<file path="src/rtl/aud_src_sched_pkg.sv">
// Shared audio package: source-policy encodings, scheduler FSM state type,
// the default sample width and a saturating counter helper.
package aud_src_sched_pkg;

  localparam int AUD_DATA_W = 16;

  // Source policy driven on the mode input.
  typedef enum logic [1:0] {
    MODE_SRC0 = 2'b00,   // src0 only
    MODE_SRC1 = 2'b01,   // src1 only
    MODE_RR   = 2'b10,   // round-robin between the two sources
    MODE_PRIO = 2'b11    // fixed priority, src0 wins
  } mode_e;

  typedef enum logic [1:0] {
    ST_IDLE       = 2'd0,
    ST_WAIT_FRAME = 2'd1,
    ST_SELECT     = 2'd2
  } state_e;

  localparam logic [7:0] UNDERRUN_MAX = 8'hFF;

  // Increment that sticks at UNDERRUN_MAX instead of wrapping.
  function automatic logic [7:0] sat_inc8(input logic [7:0] v);
    return (v == UNDERRUN_MAX) ? v : v + 8'd1;
  endfunction

endpackage

</file>
<file path="src/rtl/aud_src_sched_if.sv">
// Two-source sample handshake bundle between audio sources and the scheduler.
//   src0_data/src1_data   : offered samples
//   src0_valid/src1_valid : sample offered
//   src0_ready/src1_ready : sample accepted this cycle
// master = source side, slave = scheduler side.
interface aud_src_sched_if
  import aud_src_sched_pkg::*;
#(
  parameter int DATA_W = AUD_DATA_W
);
  logic [DATA_W-1:0] src0_data;
  logic [DATA_W-1:0] src1_data;
  logic              src0_valid;
  logic              src1_valid;
  logic              src0_ready;
  logic              src1_ready;

  modport master (
    output src0_data, src1_data, src0_valid, src1_valid,
    input  src0_ready, src1_ready
  );

  modport slave (
    input  src0_data, src1_data, src0_valid, src1_valid,
    output src0_ready, src1_ready
  );
endinterface

</file>
<file path="src/rtl/aud_edge_sync.sv">
// Two-flop synchronizer for an asynchronous serial-audio clock (LRCK/BCLK)
// followed by a falling-edge detector.
//   clk_in  : system clock
//   rst_n   : asynchronous active-low reset
//   async_i : asynchronous input
//   fall_o  : registered one-cycle pulse per detected 1->0 transition
// A fall before edge 1 reaches sync_q after edge 2 and fall_o after edge 3.
module aud_edge_sync (
  input  logic clk_in,
  input  logic rst_n,
  input  logic async_i,
  output logic fall_o
);

  logic meta_q;
  logic sync_q;
  logic last_q;
  logic fall_q;

  // NOTE: sequential state uses non-blocking assignments so every register
  // samples the pre-edge value of its neighbour; blocking here would collapse
  // the synchronizer chain into a single flop.
  always_ff @(posedge clk_in or negedge rst_n) begin
    if (!rst_n) begin
      meta_q <= 1'b0;
      sync_q <= 1'b0;
      last_q <= 1'b0;
      fall_q <= 1'b0;
    end else begin
      meta_q <= async_i;
      sync_q <= meta_q;
      last_q <= sync_q;
      fall_q <= last_q & ~sync_q;
    end
  end

  assign fall_o = fall_q;

endmodule

</file>
<file path="src/rtl/aud_src_sched.sv">
// Audio source scheduler: once per LRCK frame, picks one of two sample
// sources according to mode and loads its sample into the DAC data register.
//   clk_in       : 50 MHz system clock
//   rst_n        : asynchronous active-low reset
//   enable       : run; low mutes (dac_data=0) and idles
//   mode         : source policy (see mode_e)
//   lrck_in      : asynchronous DAC LRCK
//   clr_stat     : single-cycle clear of underrun statistics
//   src_if       : two-source valid/ready sample handshake
//   dac_data     : held sample to the transmitter
//   frame_tick   : one-cycle pulse per LRCK falling edge
//   active_src   : index of the last granted source
//   underrun     : sticky underrun flag
//   underrun_cnt : saturating underrun count
module aud_src_sched
  import aud_src_sched_pkg::*;
#(
  parameter int DATA_W    = AUD_DATA_W,
  parameter bit HOLD_LAST = 1'b1
) (
  input  logic              clk_in,
  input  logic              rst_n,
  input  logic              enable,
  input  logic [1:0]        mode,
  input  logic              lrck_in,
  input  logic              clr_stat,
  aud_src_sched_if.slave    src_if,
  output logic [DATA_W-1:0] dac_data,
  output logic              frame_tick,
  output logic              active_src,
  output logic              underrun,
  output logic [7:0]        underrun_cnt
);

  state_e            state_q, state_d;
  logic [DATA_W-1:0] dac_q, dac_d;
  logic              active_q, active_d;
  logic              under_q, under_d;
  logic [7:0]        cnt_q, cnt_d;
  logic [7:0]        cnt_base;

  mode_e mode_s;
  logic  elig0, elig1;
  logic  gnt_any, gnt_idx;
  logic  sel_live;

  aud_edge_sync u_lrck_sync (
    .clk_in (clk_in),
    .rst_n  (rst_n),
    .async_i(lrck_in),
    .fall_o (frame_tick)
  );

  assign mode_s = mode_e'(mode);

  // Inline arbiter. A source outside the current policy is never eligible,
  // so its valid is ignored and its ready stays low.
  always_comb begin
    // NOTE: every signal written in always_comb gets a default first, so no
    // path leaves it unassigned and no latch is inferred.
    elig0   = src_if.src0_valid && (mode_s != MODE_SRC1);
    elig1   = src_if.src1_valid && (mode_s != MODE_SRC0);
    gnt_any = elig0 || elig1;
    gnt_idx = elig0 ? 1'b0 : 1'b1;
    if (mode_s == MODE_RR && elig0 && elig1) begin
      gnt_idx = ~active_q;
    end
  end

  // Grants are confined to the single SELECT cycle; dropping enable in that
  // cycle mutes instead of consuming a sample.
  assign sel_live          = (state_q == ST_SELECT) && enable;
  assign src_if.src0_ready = sel_live && gnt_any && !gnt_idx;
  assign src_if.src1_ready = sel_live && gnt_any &&  gnt_idx;

  // FSM state register.
  // NOTE: every register, including the sample register, is cleared by the
  // async reset so outputs are defined before the first frame.
  always_ff @(posedge clk_in or negedge rst_n) begin
    if (!rst_n) state_q <= ST_IDLE;
    else        state_q <= state_d;
  end

  // FSM next state. Ticks seen in IDLE or SELECT are simply not looked at.
  always_comb begin
    state_d = state_q;
    case (state_q)
      ST_IDLE:       state_d = ST_WAIT_FRAME;
      ST_WAIT_FRAME: if (frame_tick) state_d = ST_SELECT;
      ST_SELECT:     state_d = ST_WAIT_FRAME;
      default:       state_d = ST_IDLE;
    endcase
    if (!enable) state_d = ST_IDLE;
  end

  // Datapath next state. clr_stat is applied first so a coincident underrun
  // lands on top of the cleared values (flag=1, count=1).
  always_comb begin
    dac_d    = dac_q;
    active_d = active_q;
    cnt_base = clr_stat ? 8'd0 : cnt_q;
    under_d  = clr_stat ? 1'b0 : under_q;
    cnt_d    = cnt_base;
    if (!enable) begin
      dac_d = '0;
    end else if (sel_live) begin
      if (gnt_any) begin
        dac_d    = gnt_idx ? src_if.src1_data : src_if.src0_data;
        active_d = gnt_idx;
      end else begin
        under_d = 1'b1;
        cnt_d   = sat_inc8(cnt_base);
        if (!HOLD_LAST) dac_d = '0;
      end
    end
  end

  always_ff @(posedge clk_in or negedge rst_n) begin
    if (!rst_n) begin
      dac_q    <= '0;
      active_q <= 1'b1;  // src0 wins the first round-robin tie
      under_q  <= 1'b0;
      cnt_q    <= 8'd0;
    end else begin
      dac_q    <= dac_d;
      active_q <= active_d;
      under_q  <= under_d;
      cnt_q    <= cnt_d;
    end
  end

  assign dac_data     = dac_q;
  assign active_src   = active_q;
  assign underrun     = under_q;
  assign underrun_cnt = cnt_q;

endmodule

</file>
<file path="src/flat_wrapper.sv">
// flat-port wrapper written by rule: the top's interface ports become plain ports
module aud_src_sched_flat import aud_src_sched_pkg::*;
#(
  parameter int DATA_W    = AUD_DATA_W,
  parameter bit HOLD_LAST = 1'b1
)
  (clk_in, rst_n, enable, mode, lrck_in, clr_stat, dac_data, frame_tick, active_src, underrun, underrun_cnt, src_if_src0_data, src_if_src1_data, src_if_src0_valid, src_if_src1_valid, src_if_src0_ready, src_if_src1_ready);
  aud_src_sched_if #(.DATA_W(DATA_W)) src_if_i ();
  input  logic clk_in;
  input  logic rst_n;
  input  logic enable;
  input  logic [1:0] mode;
  input  logic lrck_in;
  input  logic clr_stat;
  output logic [DATA_W-1:0] dac_data;
  output logic frame_tick;
  output logic active_src;
  output logic underrun;
  output logic [7:0] underrun_cnt;
  input wire logic [$bits(src_if_i.src0_data)-1:0] src_if_src0_data;
  input wire logic [$bits(src_if_i.src1_data)-1:0] src_if_src1_data;
  input wire logic [$bits(src_if_i.src0_valid)-1:0] src_if_src0_valid;
  input wire logic [$bits(src_if_i.src1_valid)-1:0] src_if_src1_valid;
  output wire logic [$bits(src_if_i.src0_ready)-1:0] src_if_src0_ready;
  output wire logic [$bits(src_if_i.src1_ready)-1:0] src_if_src1_ready;
  assign src_if_i.src0_data = src_if_src0_data;
  assign src_if_i.src1_data = src_if_src1_data;
  assign src_if_i.src0_valid = src_if_src0_valid;
  assign src_if_i.src1_valid = src_if_src1_valid;
  assign src_if_src0_ready = src_if_i.src0_ready;
  assign src_if_src1_ready = src_if_i.src1_ready;
  aud_src_sched #(.DATA_W(DATA_W), .HOLD_LAST(HOLD_LAST)) u_core (.clk_in(clk_in), .rst_n(rst_n), .enable(enable), .mode(mode), .lrck_in(lrck_in), .clr_stat(clr_stat), .src_if(src_if_i), .dac_data(dac_data), .frame_tick(frame_tick), .active_src(active_src), .underrun(underrun), .underrun_cnt(underrun_cnt));
endmodule
</file>
<file path="config.mk">
export PLATFORM = sky130hd
export DESIGN_NAME = aud_src_sched_flat
export DESIGN_NICKNAME = d
export VERILOG_FILES = /design/src/rtl/aud_src_sched_pkg.sv /design/src/rtl/aud_src_sched_if.sv /design/src/rtl/aud_edge_sync.sv /design/src/rtl/aud_src_sched.sv /design/src/flat_wrapper.sv
export SDC_FILE = /design/constraint.sdc
export NUM_CORES = 1
export LEC_CHECK = 0
export ABC_AREA = 0
export CAP_MARGIN = 20
export CORE_ASPECT_RATIO = 1.1
export CORE_MARGIN = 3
export CORE_UTILIZATION = 41
export CTS_CLUSTER_SIZE = 12
export DETAILED_ROUTE_END_ITERATION = 8
export PLACE_DENSITY = 0.79
export SLEW_MARGIN = 20
export SYNTH_ARGS = -nofsm -noshare
export SYNTH_HDL_FRONTEND = slang
export SYNTH_SLANG_ARGS = --single-unit
</file>
<file path="constraint.sdc">
create_clock -name clk_in -period 2.1 [get_ports clk_in]
set_input_delay 0.315 -clock clk_in [delete_from_list [all_inputs] [get_ports clk_in]]
set_output_delay 0.315 -clock clk_in [all_outputs]
set_load 0.02 [all_outputs]
</file>
After elaboration in Yosys (flattened, before gate mapping)

Index checks and enable logic that the tools add are counted.

Bitwise logic cells: 3
Reductions and logical operators: 15
Eq/ne operators: 8
Add/sub/neg operators: 1
Mux-type cells: 18

Operators by type and width:

| cell                                                                    | number |
|---|---|
| 16-bit two-way mux                                                      | 4 |
| 8-bit two-way mux                                                       | 5 |
| 8-bit by 1-bit adder with 8-bit output, second input constant           | 1 |
| 8-bit equality test, second input constant                              | 1 |
| 1-bit logical AND                                                       | 8 |
| 1-bit two-way mux                                                       | 6 |
| 2-bit by 1-bit inequality test with 1-bit output, second input constant | 3 |
| 2-bit equality test, second input constant                              | 2 |
| 2-bit two-way mux                                                       | 2 |
| 2-bit case mux with 2 select lines                                      | 1 |
| 3-bit inequality test, second input constant                            | 1 |
| 3-bit AND reduction                                                     | 1 |
| 2-bit by 1-bit equality test with 1-bit output, second input constant   | 1 |
| 2-bit zero test                                                         | 1 |
| 1-bit inverter                                                          | 2 |
| 2-bit AND reduction                                                     | 1 |
| 2-bit nonzero test                                                      | 1 |
| 2-bit OR reduction                                                      | 1 |
| 1-bit bitwise AND                                                       | 1 |
| 1-bit zero test                                                         | 1 |
| 1-bit logical OR                                                        | 1 |

Register bits after elaboration: 32
Input port bits: 41

Logic depth before layout (Yosys ltp)

Word-level depth: 9
Depth in mapped cells: 5
Gate-level depth less buffers: 4

By module

From an unflattened synthesis, not the netlist that was laid out.

Cell total of the unflattened synthesis: 128
Area, all modules: 1,516.5 um2

Modules (own cells, without submodules):

| module        | seq. area each (um2) | cells an instance | area an instance (um2) | instances |
|---|---|---|---|---|
| aud_src_sched | 701.9                | 123               | 1,402.6                | 1 |
| aud_edge_sync | 100.1                | 5                 | 113.9                  | 1 |

Worst setup path after synthesis

OpenSTA, ideal clock, no wires.

Path kind: reg2out
From: register u_core.active_q, in the netlist u_core.active_src
To: output src_if_src0_ready
Arrival: 1.279 ns
Setup slack: 0.506 ns
Cell stages (with the launch flop): 4
Path through: dfstp_2 > nor2_1 > a311oi_2 > buf_4

Cells in the longest elaborated chain, start to end: 4

Ends and longest elaborated chain:

| element                | RTL line             | text |
|---|---|---|
| from (decl)            | aud_src_sched.sv:37  | `logic active_q, active_d;` |
| from (signal assigned) | aud_src_sched.sv:126 | `active_q <= active_d;` |
| 1-bit inverter         | aud_src_sched.sv:66  | `gnt_idx = ~active_q;` |
| 1-bit two-way mux      | aud_src_sched.sv:65  | `if (mode_s == MODE_RR && elig0 && elig1) begin` |
| 1-bit zero test        | aud_src_sched.sv:73  | `assign src_if.src0_ready = sel_live && gnt_any && !gnt_idx;` |
| 1-bit logical AND      | aud_src_sched.sv:73  |  |
| to (decl)              | flat_wrapper.sv:24   | `output wire logic [$bits(src_if_i.src0_ready)-1:0] src_if_src0_ready;` |

Every way passes these cells.

Final worst setup path

From: input enable
To: output src_if_src1_ready

Cells in the longest elaborated chain, start to end: 3

Ends and longest elaborated chain:

| element                         | RTL line            | text |
|---|---|---|
| from (decl)                     | flat_wrapper.sv:11  | `input logic enable;` |
| 1-bit logical AND               | aud_src_sched.sv:72 | `assign sel_live = (state_q == ST_SELECT) && enable;` |
| 1-bit logical AND (2 in series) | aud_src_sched.sv:74 | `assign src_if.src1_ready = sel_live && gnt_any && gnt_idx;` |
| to (decl)                       | flat_wrapper.sv:25  | `output wire logic [$bits(src_if_i.src1_ready)-1:0] src_if_src1_ready;` |

Every way passes these cells.

==> flow_metrics.env <==
export IMPL_final_layout_size_suffix_gt1_share_pct=17.78
export IMPL_grt_pass1_vias=1529
export IMPL_critPathLaunch="enable"
export IMPL_wl_per_cell_um=15.34
export IMPL_fp_dieW_um=64.87
export IMPL_yosys_top_cells_area="dfrtp_1 (50%), a221o_1 (6.4%), and2_1 (6.4%)"
export IMPL_overflow=0
export IMPL_total_power_uw=1265
export IMPL_core_area_mm2=0.003496
export IMPL_cp_depth=5
export IMPL_drt_pass1_iter_count=4
export IMPL_avgSynthCellArea_um2=11.32
export IMPL_p_leak_uw=0.001055
export IMPL_clockBufferDepth=2
export IMPL_status="complete, no violations"
export IMPL_cp_top_family="buffers and inverters"
export IMPL_cp_num_buf_inv=2
export IMPL_path_max_fanout=3
export IMPL_critPathRequiredTime_ps=1780
export IMPL_rsz0062_at_grt="no"
export IMPL_final_area_mm2=0.002470
export IMPL_syn_nets=179
export IMPL_power_density_mw_per_mm2=512.2
export IMPL_die_h_um=70.75
export IMPL_num_rows=22
export IMPL_max_slew_margin_pct=66.70
export IMPL_crit_path_end_kind="output port"
export IMPL_synth_most_common_cell="dfrtp_1"
export IMPL_io_pins=70
export IMPL_grt_pass1_wl_um=6948
export IMPL_clockRootBuffer="clkbuf_4"
export IMPL_synthDistinctLibCells=39
export IMPL_synth_top_area_share_pct=49.64
export IMPL_syn_cell_area_mm2=0.001563
export IMPL_finClkSkew_ps=8.086
export IMPL_cpPeakStageDelay_ps=520
export IMPL_clkSinkCount=32
export IMPL_post_route_period_util_pct=93.75
export IMPL_grt_max_degree=33
export IMPL_path_cells="clkdlybuf4s50_1 > and3b_1 > nand2_1 > nor2_2 > dlygate4sd2_1"
export IMPL_finalCriticalPeriod_ps=1969
export IMPL_cp_slowest_cell="clkdlybuf4s50_1"
export IMPL_cts_tree="yes"
export IMPL_hp_class="reg -> reg"
export IMPL_hpwl_um=3199
export IMPL_gp_congestion=0.8167
export IMPL_clk_pin_slew_worst_paths_ps=100
export IMPL_largest_register_ffs=16
export IMPL_synth_top_area_cell="dfrtp_1"
export IMPL_worst_pin_slew_ps=495.4
export IMPL_vias=1449
export IMPL_synthArstFlopShare_pct=100.0
export IMPL_vias_per_cell=5.308
export IMPL_hold_viol=0
export IMPL_cts_hold_buf=0
export IMPL_port_buffer_count=69
export IMPL_r2r_end="u_core.underrun_cnt[2]"
export IMPL_ys_seq_area_share_pct=51.32
export IMPL_cap_violations=0
export IMPL_cts_buffers=5
export IMPL_finalSetupViolCount=0
export IMPL_grt_antenna_before_repair=0
export IMPL_clk_latency_ps=330
export IMPL_ys_ff_latch=32
export IMPL_grt_usage_pct=19.70
export IMPL_wl_um=4189
export IMPL_ir_drop_v=0.0006083
export IMPL_synth_edf_count=0
export IMPL_synth_flop_cell="dfrtp_1"
export IMPL_finalMaxSlewViolations=0
export IMPL_max_freq_mhz=508.0
export IMPL_crit_path_start_kind="input pin"
export IMPL_r2r_cells=6
export IMPL_drt_iter0_drc=107
export IMPL_worstReg2RegStart="u_core.state_q[0]"
export IMPL_synth_common_cells="dfrtp_1 (31), and2_1 (16), a221o_1 (10)"
export IMPL_critical_path_arrival_ps=1650
export IMPL_fin_nets=265
export IMPL_yosys_warnings=0
export IMPL_diodes=0
export IMPL_rrSetupSlack_ps=270
export IMPL_crit_type="in -> out"
export IMPL_drc_errors=0
export IMPL_area_delta_synth_final_pct=58.05
export IMPL_critPathCapture="src_if_src1_ready"
export IMPL_htreeDepth=2
export IMPL_placed_area_mm2=0.002396
export IMPL_ant_nets=0
export IMPL_dieArea_mm2=0.004589
export IMPL_synth_cells=138
export IMPL_start_util_pct=44.70
-- timing repair --
action	4_1_cts	5_1_grt
resized for setup	2	2
setup endpoints to repair	2	1
buffers inserted	0	0
-- layer usage --
layer	wire length, um	global-route usage, %
met4	121	11.03
met3	343	6.984
met1	1693	22.43
met2	2031	31.93
met5	0	0
-- cells in the final DEF (no fill, tap or decap), types with 2 or more instances in the layout --
cell type	instances
nand3_1	2
buf_4	14
clkdlybuf4s50_1	67
mux2i_1	3
nor4_2	3
nor2_1	9
and2_1	16
dfrtp_1	31
a221o_1	10
a221o_2	6
nor2b_1	3
nand2b_1	2
clkbuf_4	5
a21oi_1	5
inv_1	8
nor3_1	4
o21ai_0	2
or4_1	2
nand2_1	7
-- kinds of logic after synthesis --
| group | share of synthesized area (%) |
|---|---|
| and+or+nand+nor | 21.78 |
| AOI/OAI and AO/OA | 19.05 |
| DFF | 51.32 |
| buffers and inverters | 4.643 |
| muxes | 2.642 |
| xor gates and xnor gates | 0.5606 |
-- power by group --
| part | internal (uW) | total [uW] | switching (uW) |
|---|---|---|---|
| Clock | 248 | 466 | 218 |
| Combinational | 102 | 166 | 63.6 |
| Sequential | 626 | 633 | 6.99 |
-- stage by stage --
step / cells / setup WS [ps] / setup TNS, ps / hold WS [ps] / util, %
CTS: 273 / 52.43 / 0 / 354.2 / 70.76
finish: 273 / 131.3 / 0 / 351.9 / 70.65
floorplan: 138 / 506.5 / 0 / 19.41 / -
global placement: 265 / -161.1 / -271.7 / 331.7 / 68.54
global route: 273 / 45.13 / 0 / 360.8 / 70.65
detailed placement: 265 / -182.5 / -693.3 / 337.8 / 68.54
-- cell type report --
cell class / instances / area, um2
sequential: 32 / 802.0
tap: 48 / 60.06
fill: 269 / 1026
inverter: 8 / 30.03
timing repair buffer: 84 / 809.5
multi-input combinational: 93 / 688.2
clock buffer: 5 / 37.54
clock inverter: 3 / 42.54
-- worst min-delay path by stage --
stage                                   start                         to  slack (ps)  cells past startpoint
finish              u_core.u_lrck_sync.meta_q  u_core.u_lrck_sync.sync_q         350                      0
global route        u_core.u_lrck_sync.meta_q  u_core.u_lrck_sync.sync_q         360                      0
CTS                 u_core.u_lrck_sync.meta_q  u_core.u_lrck_sync.sync_q         350                      0
detailed placement  u_core.u_lrck_sync.meta_q  u_core.u_lrck_sync.sync_q         340                      0
global placement    u_core.u_lrck_sync.meta_q  u_core.u_lrck_sync.sync_q         330                      0
floorplan                               rst_n         u_core.dac_data[0]          20                      0
No activity file was read; power rests on OpenSTA's default activity.
